File: config.mk
export PLATFORM = sky130hd
export DESIGN_NAME = mem_port_arbiter
export DESIGN_NICKNAME = d
export VERILOG_FILES = /design/src/rtl/mem_arb_pkg.sv /design/src/rtl/mem_arb_pick.sv /design/src/rtl/mem_port_arbiter.sv
export SDC_FILE = /design/constraint.sdc
export NUM_CORES = 1
export LEC_CHECK = 0
export ABC_AREA = 1
export BUFFER_PORTS_ARGS = -buffer_cell sky130_fd_sc_hd__buf_4
export CAP_MARGIN = 20
export CELL_PAD_IN_SITES_DETAIL_PLACEMENT = 1
export CELL_PAD_IN_SITES_GLOBAL_PLACEMENT = 2
export CORE_MARGIN = 2
export CORE_UTILIZATION = 23
export DETAILED_ROUTE_END_ITERATION = 8
export PLACE_DENSITY_LB_ADDON = 0.1
export SLEW_MARGIN = 20
export SYNTH_ARGS = -nofsm -noshare
export SYNTH_HDL_FRONTEND = slang
export SYNTH_HIERARCHICAL = 1
export SYNTH_SLANG_ARGS = --single-unit
File: constraint.sdc
create_clock -name clk -period 2.7 [get_ports clk]
set_input_delay 0.81 -clock clk [delete_from_list [all_inputs] [get_ports clk]]
set_output_delay 0.81 -clock clk [all_outputs]
set_load 0.005 [all_outputs]
File: src/rtl/mem_arb_pkg.sv
// Shared types for the unified-memory port arbiter: FSM states, requester IDs and
// the latency counter width helper.
package mem_arb_pkg;

    typedef enum logic [1:0] {
        StIdle  = 2'd0,
        StIssue = 2'd1,
        StWait  = 2'd2,
        StResp  = 2'd3
    } state_e;

    typedef enum logic {
        REQ_IF = 1'b0,
        REQ_D  = 1'b1
    } req_id_e;

    // Counter only has to reach MEM_LAT-1, but keep at least one bit.
    function automatic int unsigned lat_cnt_w(input int unsigned lat);
        return (lat <= 1) ? 1 : $clog2(lat);
    endfunction

endpackage

File: src/rtl/mem_arb_pick.sv
// Winner select for fetch vs. load/store. Data wins by default; the optional
// fetch anti-starvation guard is enabled with MEM_ARB_STARVE_GUARD_EN.
module mem_arb_pick
    import mem_arb_pkg::*;
#(
    parameter int unsigned STARVE_LIMIT = 4
) (
    input  logic clk,
    input  logic reset,
    input  logic if_req,
    input  logic d_req,
    input  logic idle,
    output logic if_gnt,
    output logic d_gnt
);

    req_id_e winner;

`ifdef MEM_ARB_STARVE_GUARD_EN
    localparam int unsigned SW = $clog2(STARVE_LIMIT + 1);

    logic [SW-1:0] starve_cnt_q;
    logic          starved;

    assign starved = if_req && (starve_cnt_q == SW'(STARVE_LIMIT));

    always_comb begin
        winner = d_req ? REQ_D : REQ_IF;
        if (starved) begin
            winner = REQ_IF;
        end
    end

    // Only data grants that overtook a waiting fetch count towards the limit.
    always_ff @(posedge clk) begin
        if (reset) begin
            starve_cnt_q <= '0;
        end else if (if_gnt) begin
            starve_cnt_q <= '0;
        end else if (d_gnt && if_req && (starve_cnt_q != SW'(STARVE_LIMIT))) begin
            starve_cnt_q <= starve_cnt_q + SW'(1);
        end
    end
`else
    logic unused_clk_rst;
    assign unused_clk_rst = ^{clk, reset};

    always_comb begin
        winner = d_req ? REQ_D : REQ_IF;
    end
`endif

    assign if_gnt = idle && if_req && (winner == REQ_IF);
    assign d_gnt  = idle && d_req && (winner == REQ_D);

endmodule

File: src/rtl/mem_port_arbiter.sv
// Single-port memory arbiter between instruction fetch and load/store, one transaction in
// flight. Fetch anti-starvation guard is enabled with MEM_ARB_STARVE_GUARD_EN.
module mem_port_arbiter
    import mem_arb_pkg::*;
#(
    parameter int unsigned ADDR_W       = 32,
    parameter int unsigned DATA_W       = 32,
    parameter int unsigned MEM_LAT      = 1,
    parameter int unsigned STARVE_LIMIT = 4
) (
    input  logic                clk,
    input  logic                reset,
    input  logic                if_req,
    input  logic [ADDR_W-1:0]   if_addr,
    output logic                if_gnt,
    output logic                if_rvalid,
    output logic [DATA_W-1:0]   if_rdata,
    input  logic                d_req,
    input  logic                d_we,
    input  logic [DATA_W/8-1:0] d_be,
    input  logic [ADDR_W-1:0]   d_addr,
    input  logic [DATA_W-1:0]   d_wdata,
    output logic                d_gnt,
    output logic                d_rvalid,
    output logic [DATA_W-1:0]   d_rdata,
    output logic                m_en,
    output logic                m_we,
    output logic [DATA_W/8-1:0] m_be,
    output logic [ADDR_W-1:0]   m_addr,
    output logic [DATA_W-1:0]   m_wdata,
    input  logic [DATA_W-1:0]   m_rdata,
    output logic                busy
);

    localparam int unsigned BE_W = DATA_W / 8;
    localparam int unsigned LCW  = lat_cnt_w(MEM_LAT);

    state_e            state_q, state_d;
    req_id_e           id_q;
    logic              we_q;
    logic [BE_W-1:0]   be_q;
    logic [ADDR_W-1:0] addr_q;
    logic [DATA_W-1:0] wdata_q;
    logic [LCW-1:0]    lat_cnt_q;
    logic [DATA_W-1:0] if_rdata_q, d_rdata_q;
    logic              idle, lat_done;

    // No grant may be issued while reset is asserted, otherwise it would be silently lost.
    assign idle     = (state_q == StIdle) && !reset;
    assign lat_done = (lat_cnt_q == LCW'(MEM_LAT - 1));

    mem_arb_pick #(
        .STARVE_LIMIT (STARVE_LIMIT)
    ) u_pick (
        .clk    (clk),
        .reset  (reset),
        .if_req (if_req),
        .d_req  (d_req),
        .idle   (idle),
        .if_gnt (if_gnt),
        .d_gnt  (d_gnt)
    );

    always_comb begin
        state_d = state_q;
        unique case (state_q)
            StIdle:  if (if_gnt || d_gnt) state_d = StIssue;
            StIssue: state_d = we_q ? StResp : StWait;
            StWait:  if (lat_done) state_d = StResp;
            StResp:  state_d = StIdle;
            default: state_d = StIdle;
        endcase
    end

    always_ff @(posedge clk) begin
        if (reset) begin
            state_q    <= StIdle;
            id_q       <= REQ_IF;
            we_q       <= 1'b0;
            be_q       <= '0;
            addr_q     <= '0;
            wdata_q    <= '0;
            lat_cnt_q  <= '0;
            if_rdata_q <= '0;
            d_rdata_q  <= '0;
        end else begin
            state_q <= state_d;
            if (d_gnt) begin
                id_q    <= REQ_D;
                we_q    <= d_we;
                be_q    <= d_be;
                addr_q  <= d_addr;
                wdata_q <= d_wdata;
            end else if (if_gnt) begin
                id_q    <= REQ_IF;
                we_q    <= 1'b0;
                be_q    <= '0;
                addr_q  <= if_addr;
                wdata_q <= '0;
            end
            if (state_q == StWait) begin
                lat_cnt_q <= lat_done ? '0 : lat_cnt_q + LCW'(1);
                if (lat_done) begin
                    if (id_q == REQ_D) d_rdata_q <= m_rdata;
                    else               if_rdata_q <= m_rdata;
                end
            end
        end
    end

    always_comb begin
        m_en    = 1'b0;
        m_we    = 1'b0;
        m_be    = '0;
        m_addr  = '0;
        m_wdata = '0;
        if (state_q == StIssue) begin
            m_en    = 1'b1;
            m_we    = we_q;
            m_be    = we_q ? be_q : '1;
            m_addr  = addr_q;
            m_wdata = wdata_q;
        end
    end

    assign if_rvalid = (state_q == StResp) && (id_q == REQ_IF);
    assign d_rvalid  = (state_q == StResp) && (id_q == REQ_D);
    assign if_rdata  = if_rdata_q;
    assign d_rdata   = d_rdata_q;
    assign busy      = (state_q != StIdle);

endmodule

==> results.txt, run 1 <==
status: finished clean
worst-skew pair later-pin latency: 430 ps
register area share after synthesis: 46.47%
CP max FO: 27
Layout fillers: 3190
port bufs: 275
area of the multi-input gates: 2416 sq um
H-tree depth: 4
Layout area overhead: 50.80%
Storage cell area: 2723 sq um
overall die area: 26770 sq um
GRT overflow: 0
Die W: 163.6 um
final hold violation count: 0
Placer Congestion: 0.7275
Initial Utilization: 23.34%
Startpoint Class: register
fin crit share: 94.72%
Vias: 5990
RSZ-0062 raised after global routing: yes
total CTS buffers: 17
largest net degree at the start of global routing: 72
final net count: 1260
Top FF cell, synth: dfxtp_1
pwr dens: 768.6 nW/um^2
io pins: 276
R2R Setup Slk: 500 ps
Synth async-reset ratio: 0%
dominant cell type by area after synthesis: dfxtp_1
Syn Inst Count: 859
top cells by count, synth: nand2_1, dfxtp_1, nor2_1
hpwl dp: 14540 um
fin crit period: 2557 ps
initial antenna violation count: 0
Crit. End Element: primary output
WP data required: 1890 ps
wire length per cell: 14.46 um
Yosys warnings: 6
WL final: 21130 um
DIE HEIGHT: 163.6 um
Synth Net Count: 1001
Post-CTS Hold Buffers: 0
min-delay worst type: register to register
Post-Syn Area: 5859 sq um
vias in the first global route: 6017
Longest Clk Path Bufs: 2
Row Count: 58
CTS tree: yes
first-pass GRT wire length: 32550 um
drt first pass iters: 4
layout cell share with drive strength beyond 1: 31.21%
Max Fclk: 391.0 MHz
top-count cell post-synth: nand2_1
P_leak: 0.004779 uW
Clk pin slew, worst setup/hold paths: 60 ps
syn avg cell area: 6.821 sq um
Post-synth EDFFs: 0
vias per inst: 4.100
WP data arrival: 1750 ps
Max Cap Viol: 0
n_diodes: 0
dpl cells: 1426
Residual DRC: 0
top post-synthesis cells by area: dfxtp_1, nand2_1, nor2_1
DRT iter0 DRCs: 243
post-route ant nets: 0
slew at the pin closest to its max-slew limit: 492.3 ps
# setup viols final: 0
core region area: 25110 sq um
Final Non-Filler Cells: 1461
Worst Skew: 9.868 ps
Rel. slew slack: 67.18%
maximum vdd ir drop: 0.0003740 V
Yosys reg bits: 136
fin. max-slew vios: 0
TritonCTS Sinks: 136
Cell variety after synth: 20
CTS root buffer: clkbuf_16
Finished Core Util: 35.19%
critical path class: register to primary output
setup tns final: 0 ps
GRT Total Usage: 15.66%
proportion of netlist area held by the largest area contributor: 46.47%
## power by group
group | leakage (uW) | internal [uW] | switching [uW] | total [uW]
Sequential | 0.00111 | 2330 | 163 | 2490
Combinational | 0.00339 | 869 | 1090 | 1950
Clock | 0.000286 | 1310 | 1040 | 2340
Total | 0.00478 | 4510 | 2280 | 6790
## per-layer routing
| metal | share of wire [%] | vias to the layer above | global-route usage, % |
|---|---|---|---|
| met3 | 9.3 | 12 | 6.501 |
| met4 | 1.1 | 0 | 4.705 |
| met5 | 0 | - | 0 |
| met1 | 44 | 2713 | 19.72 |
| met2 | 45 | 171 | 24.41 |
| li1 | - | 3094 | - |
## final cells by class
class | count | area share [%]
clock buffer | 17 | 4.815
inverter | 113 | 4.800
sequential | 136 | 30.81
tap | 330 | 4.673
clock inverter | 15 | 1.756
timing repair buffer | 292 | 25.80
multi-input combinational | 558 | 27.34
## cell families (layout without fill, tap and decap cells)
| kind of cell | count (synthesis) | after routing | share of synthesized area (%) |
|---|---|---|---|
| AO/OA/AOI/OAI | 109 | 109 | 9.353 |
| adder cells (fa/ha/maj) | 5 | 5 | 1.068 |
| buffers and inverters | 165 | 437 | 12.47 |
| flip-flops | 136 | 136 | 46.47 |
| AND/OR/NAND/NOR | 444 | 444 | 30.64 |
## registers in the layout, indices dropped and copies added (netlist names)
name      cells
wdata_q      32
state_q       2
if_rdata     32
we_q          1
id_q          1
d_rdata      32
addr_q       32
be_q          4
## critical path: stages, from the launching register on
cell and delay (ps):
dfxtp_1 340, inv_1 120, ha_2 360, buf_12 220, nand2_1 100, inv_1 70, buf_4 110
## worst paths after layout
| path | from | depth (start not counted) | endpoint |
|---|---|---|---|
| worst max register to register | state_q[1] | 13 | addr_q[29] |
| worst max-delay path | state_q[1] | 6 | m_we |
| worst min register to register | wdata_q[20] | 2 | wdata_q[20] |
| worst min-delay path | wdata_q[20] | 2 | wdata_q[20] |
## cell usage in the layout (no fill, tap or decap)
cell type	count
inv_2	3
nand3_1	33
buf_12	7
bufinv_16	1
dfxtp_1	136
nor2_2	2
o21bai_1	1
clkbuf_16	17
inv_1	110
clkinv_4	2
clkinv_2	1
ha_2	1
nor2_8	2
nand2_2	20
nor2_1	130
ha_1	4
inv_8	3
nor2_4	1
buf_4	285
o21ai_0	63
clkinvlp_4	1
inv_6	7
nand2_1	256
o21ai_1	1
a21oi_1	44
## per-stage QoR
| stage | power, uW | worst slack (ps) | cell area [sq um] | hold WS, ps |
|---|---|---|---|---|
| floorplan | 3524 | 300.3 | 5859 | 439.2 |
| global placement | 4515 | 127.7 | 8213 | 450.0 |
| detailed placement | 4524 | 105.6 | 8213 | 452.6 |
| CTS | 6934 | 57.73 | 8801 | 463.7 |
| global route | 7268 | -22.54 | 8836 | 476.9 |
| finish | 6792 | 142.6 | 8836 | 461.3 |
## timing repair
action | in CTS | in global routing
resized for setup | 2 | 0
pin swaps | 0 | 1
setup endpoints to repair | 1 | 2
buffers inserted | 0 | 2
(Power assumes the default switching activity.)
==> inputs of run 2 (changes only) <==
--- a/config.mk
+++ b/config.mk
@@ -10,8 +10,9 @@
 export CAP_MARGIN = 20
 export CELL_PAD_IN_SITES_DETAIL_PLACEMENT = 1
 export CELL_PAD_IN_SITES_GLOBAL_PLACEMENT = 2
-export CORE_MARGIN = 2
+export CORE_MARGIN = 3
 export CORE_UTILIZATION = 23
+export CTS_CLUSTER_DIAMETER = 200
 export DETAILED_ROUTE_END_ITERATION = 8
 export PLACE_DENSITY_LB_ADDON = 0.1
 export SLEW_MARGIN = 20
==> run 2 against run 1 <==
Compared with the run above: combinational power decreased by 2%; wire length grew 0.59%; via count up 0.43%; cell area decreased by 0.20%; clock skew is 4.0 ps higher; global-route usage shrank 0.32 points; power fell by 1.4%; maximum frequency increased by 2.4%; register-to-register slack better by 60 ps; critical path depth is the same; utilization up 0.55 points; critical path type unchanged; critical endpoint is now m_addr[6].
==> results.txt, run 2 (synthesis results as in run 1) <==
status: finished clean
Longest Clk Path Bufs: 2
Row Count: 57
Initial Utilization: 23.75%
Placer Congestion: 0.7261
drt first pass iters: 4
CTS tree: yes
R2R Setup Slk: 560 ps
worst-skew pair later-pin latency: 420 ps
H-tree depth: 4
WP data required: 1890 ps
area of the multi-input gates: 2419 sq um
Rel. slew slack: 42.44%
hpwl dp: 15410 um
# setup viols final: 0
DIE HEIGHT: 165.6 um
GRT overflow: 0
port bufs: 275
setup tns final: 0 ps
Crit path top cell by count: inv_1
initial antenna violation count: 0
Worst R2R Path Depth: 13
Final Power: 6696 uW
min-delay worst type: register to register
Storage cell area: 2723 sq um
Startpoint Class: register
io pins: 276
fin crit share: 92.45%
Post-CTS Hold Buffers: 0
Hold Path End: wdata_q[30]
total CTS buffers: 17
first-pass GRT wire length: 34220 um
Layout fillers: 3124
largest net degree at the start of global routing: 52
Layout area overhead: 50.50%
Crit. End Element: primary output
overall die area: 27430 sq um
WP data arrival: 1690 ps
Vias: 6016
slowest CP cell: dfxtp_1
Clk pin slew, worst setup/hold paths: 60 ps
most frequent cells in the layout: buf_4, nand2_1, dfxtp_1, nor2_1, inv_1
Max Fclk: 400.6 MHz
Reg-to-Reg End: addr_q[25]
critical path class: register to primary output
GRT Total Usage: 15.34%
RSZ-0062 raised after global routing: no
DRT iter0 DRCs: 203
worst reg2reg startpoint: state_q[0]
CP delay by family, top: buffers and inverters
Die W: 165.6 um
fin crit period: 2496 ps
max incr delay on CP: 340 ps
Worst Skew: 13.83 ps
most common cell after layout, fill and taps aside: buf_4
CP bufs+invs: 4
CP max FO: 36
vias per inst: 4.123
Critical Path, Cell by Cell: inv_1 > ha_4 > buf_12 > nand2_1 > inv_1 > buf_4
final net count: 1264
Min-Delay Path Depth: 2
TritonCTS Sinks: 136
wire length per cell: 14.56 um
vias in the first global route: 6167
Max Cap Viol: 0
min-delay src: wdata_q[30]
WL final: 21250 um
slew at the pin closest to its max-slew limit: 862.5 ps
final hold violation count: 0
CTS root buffer: clkbuf_16
Residual DRC: 0
maximum vdd ir drop: 0.0003389 V
post-route ant nets: 0
fin. max-slew vios: 0
core region area: 24680 sq um
n_diodes: 0
pwr dens: 759.3 nW/um^2
P_leak: 0.004780 uW
layout cell share with drive strength beyond 1: 31.37%
run 2: worst max-delay path by stage:
stage / startpoint / end / slack [ps] / cells after the start
after detailed placement: state_q[1] / m_wdata[25] / 450 / 6
after global routing: state_q[1] / m_wdata[23] / 40 / 6
after CTS: state_q[1] / m_wdata[25] / 2 / 6
after global placement: reset / addr_q[20] / 490 / 11
after floorplan: reset / if_gnt / 300 / 5
final: state_q[1] / m_addr[6] / 200 / 6
run 2: final cells by class:
class                   instances  share of cell area (%)
flip-flops and latches        136                   30.87
inverters                     113                   4.810
multi-input cells             558                   27.43
repair buffers                296                   25.77
well taps                     324                   4.597
clock buffers                  17                   4.824
clock inverters                15                   1.703
run 2: metrics by stage:
step	utilization (%)	hold WS (ps)	setup WS, ps	instances	instance area [sq um]
4_1_cts	35.70	463.5	1.648	1459	8808
5_1_grt	35.74	483.4	36.56	1459	8818
3_3_place_gp	33.36	450.5	491.7	1427	8233
3_5_place_dp	33.36	452.2	445.5	1427	8233
6_report	35.74	459.1	203.8	1459	8818
2_1_floorplan	-	439.2	300.3	859	5859
run 2: tightest hold or removal path: stages, from the launching register on:
cell and delay (ps):
dfxtp_1 310, nand2_1 60, a21oi_1 50
run 2: power by group:
part           leakage [uW]  switching (uW)  internal (uW)
registers           0.00111             175           2330
logic               0.00339            1060            850
clock network      0.000282            1040           1230
run 2: repair_timing:
action,CTS,global route
hold endpoints to repair,0,0
gates resized for setup,0,1
buffers inserted,0,0
endpoints found under the setup margin,0,55
run 2: metal layers:
| layer | vias to the layer above | global-route usage [%] | share of wire [%] |
|---|---|---|---|
| met4 | 0 | 5.027 | 1.7 |
| met5 | - | 0 | 0 |
| met1 | 2717 | 19.38 | 45 |
| met2 | 172 | 24.59 | 45 |
| met3 | 22 | 5.338 | 7.7 |
| li1 | 3105 | - | - |
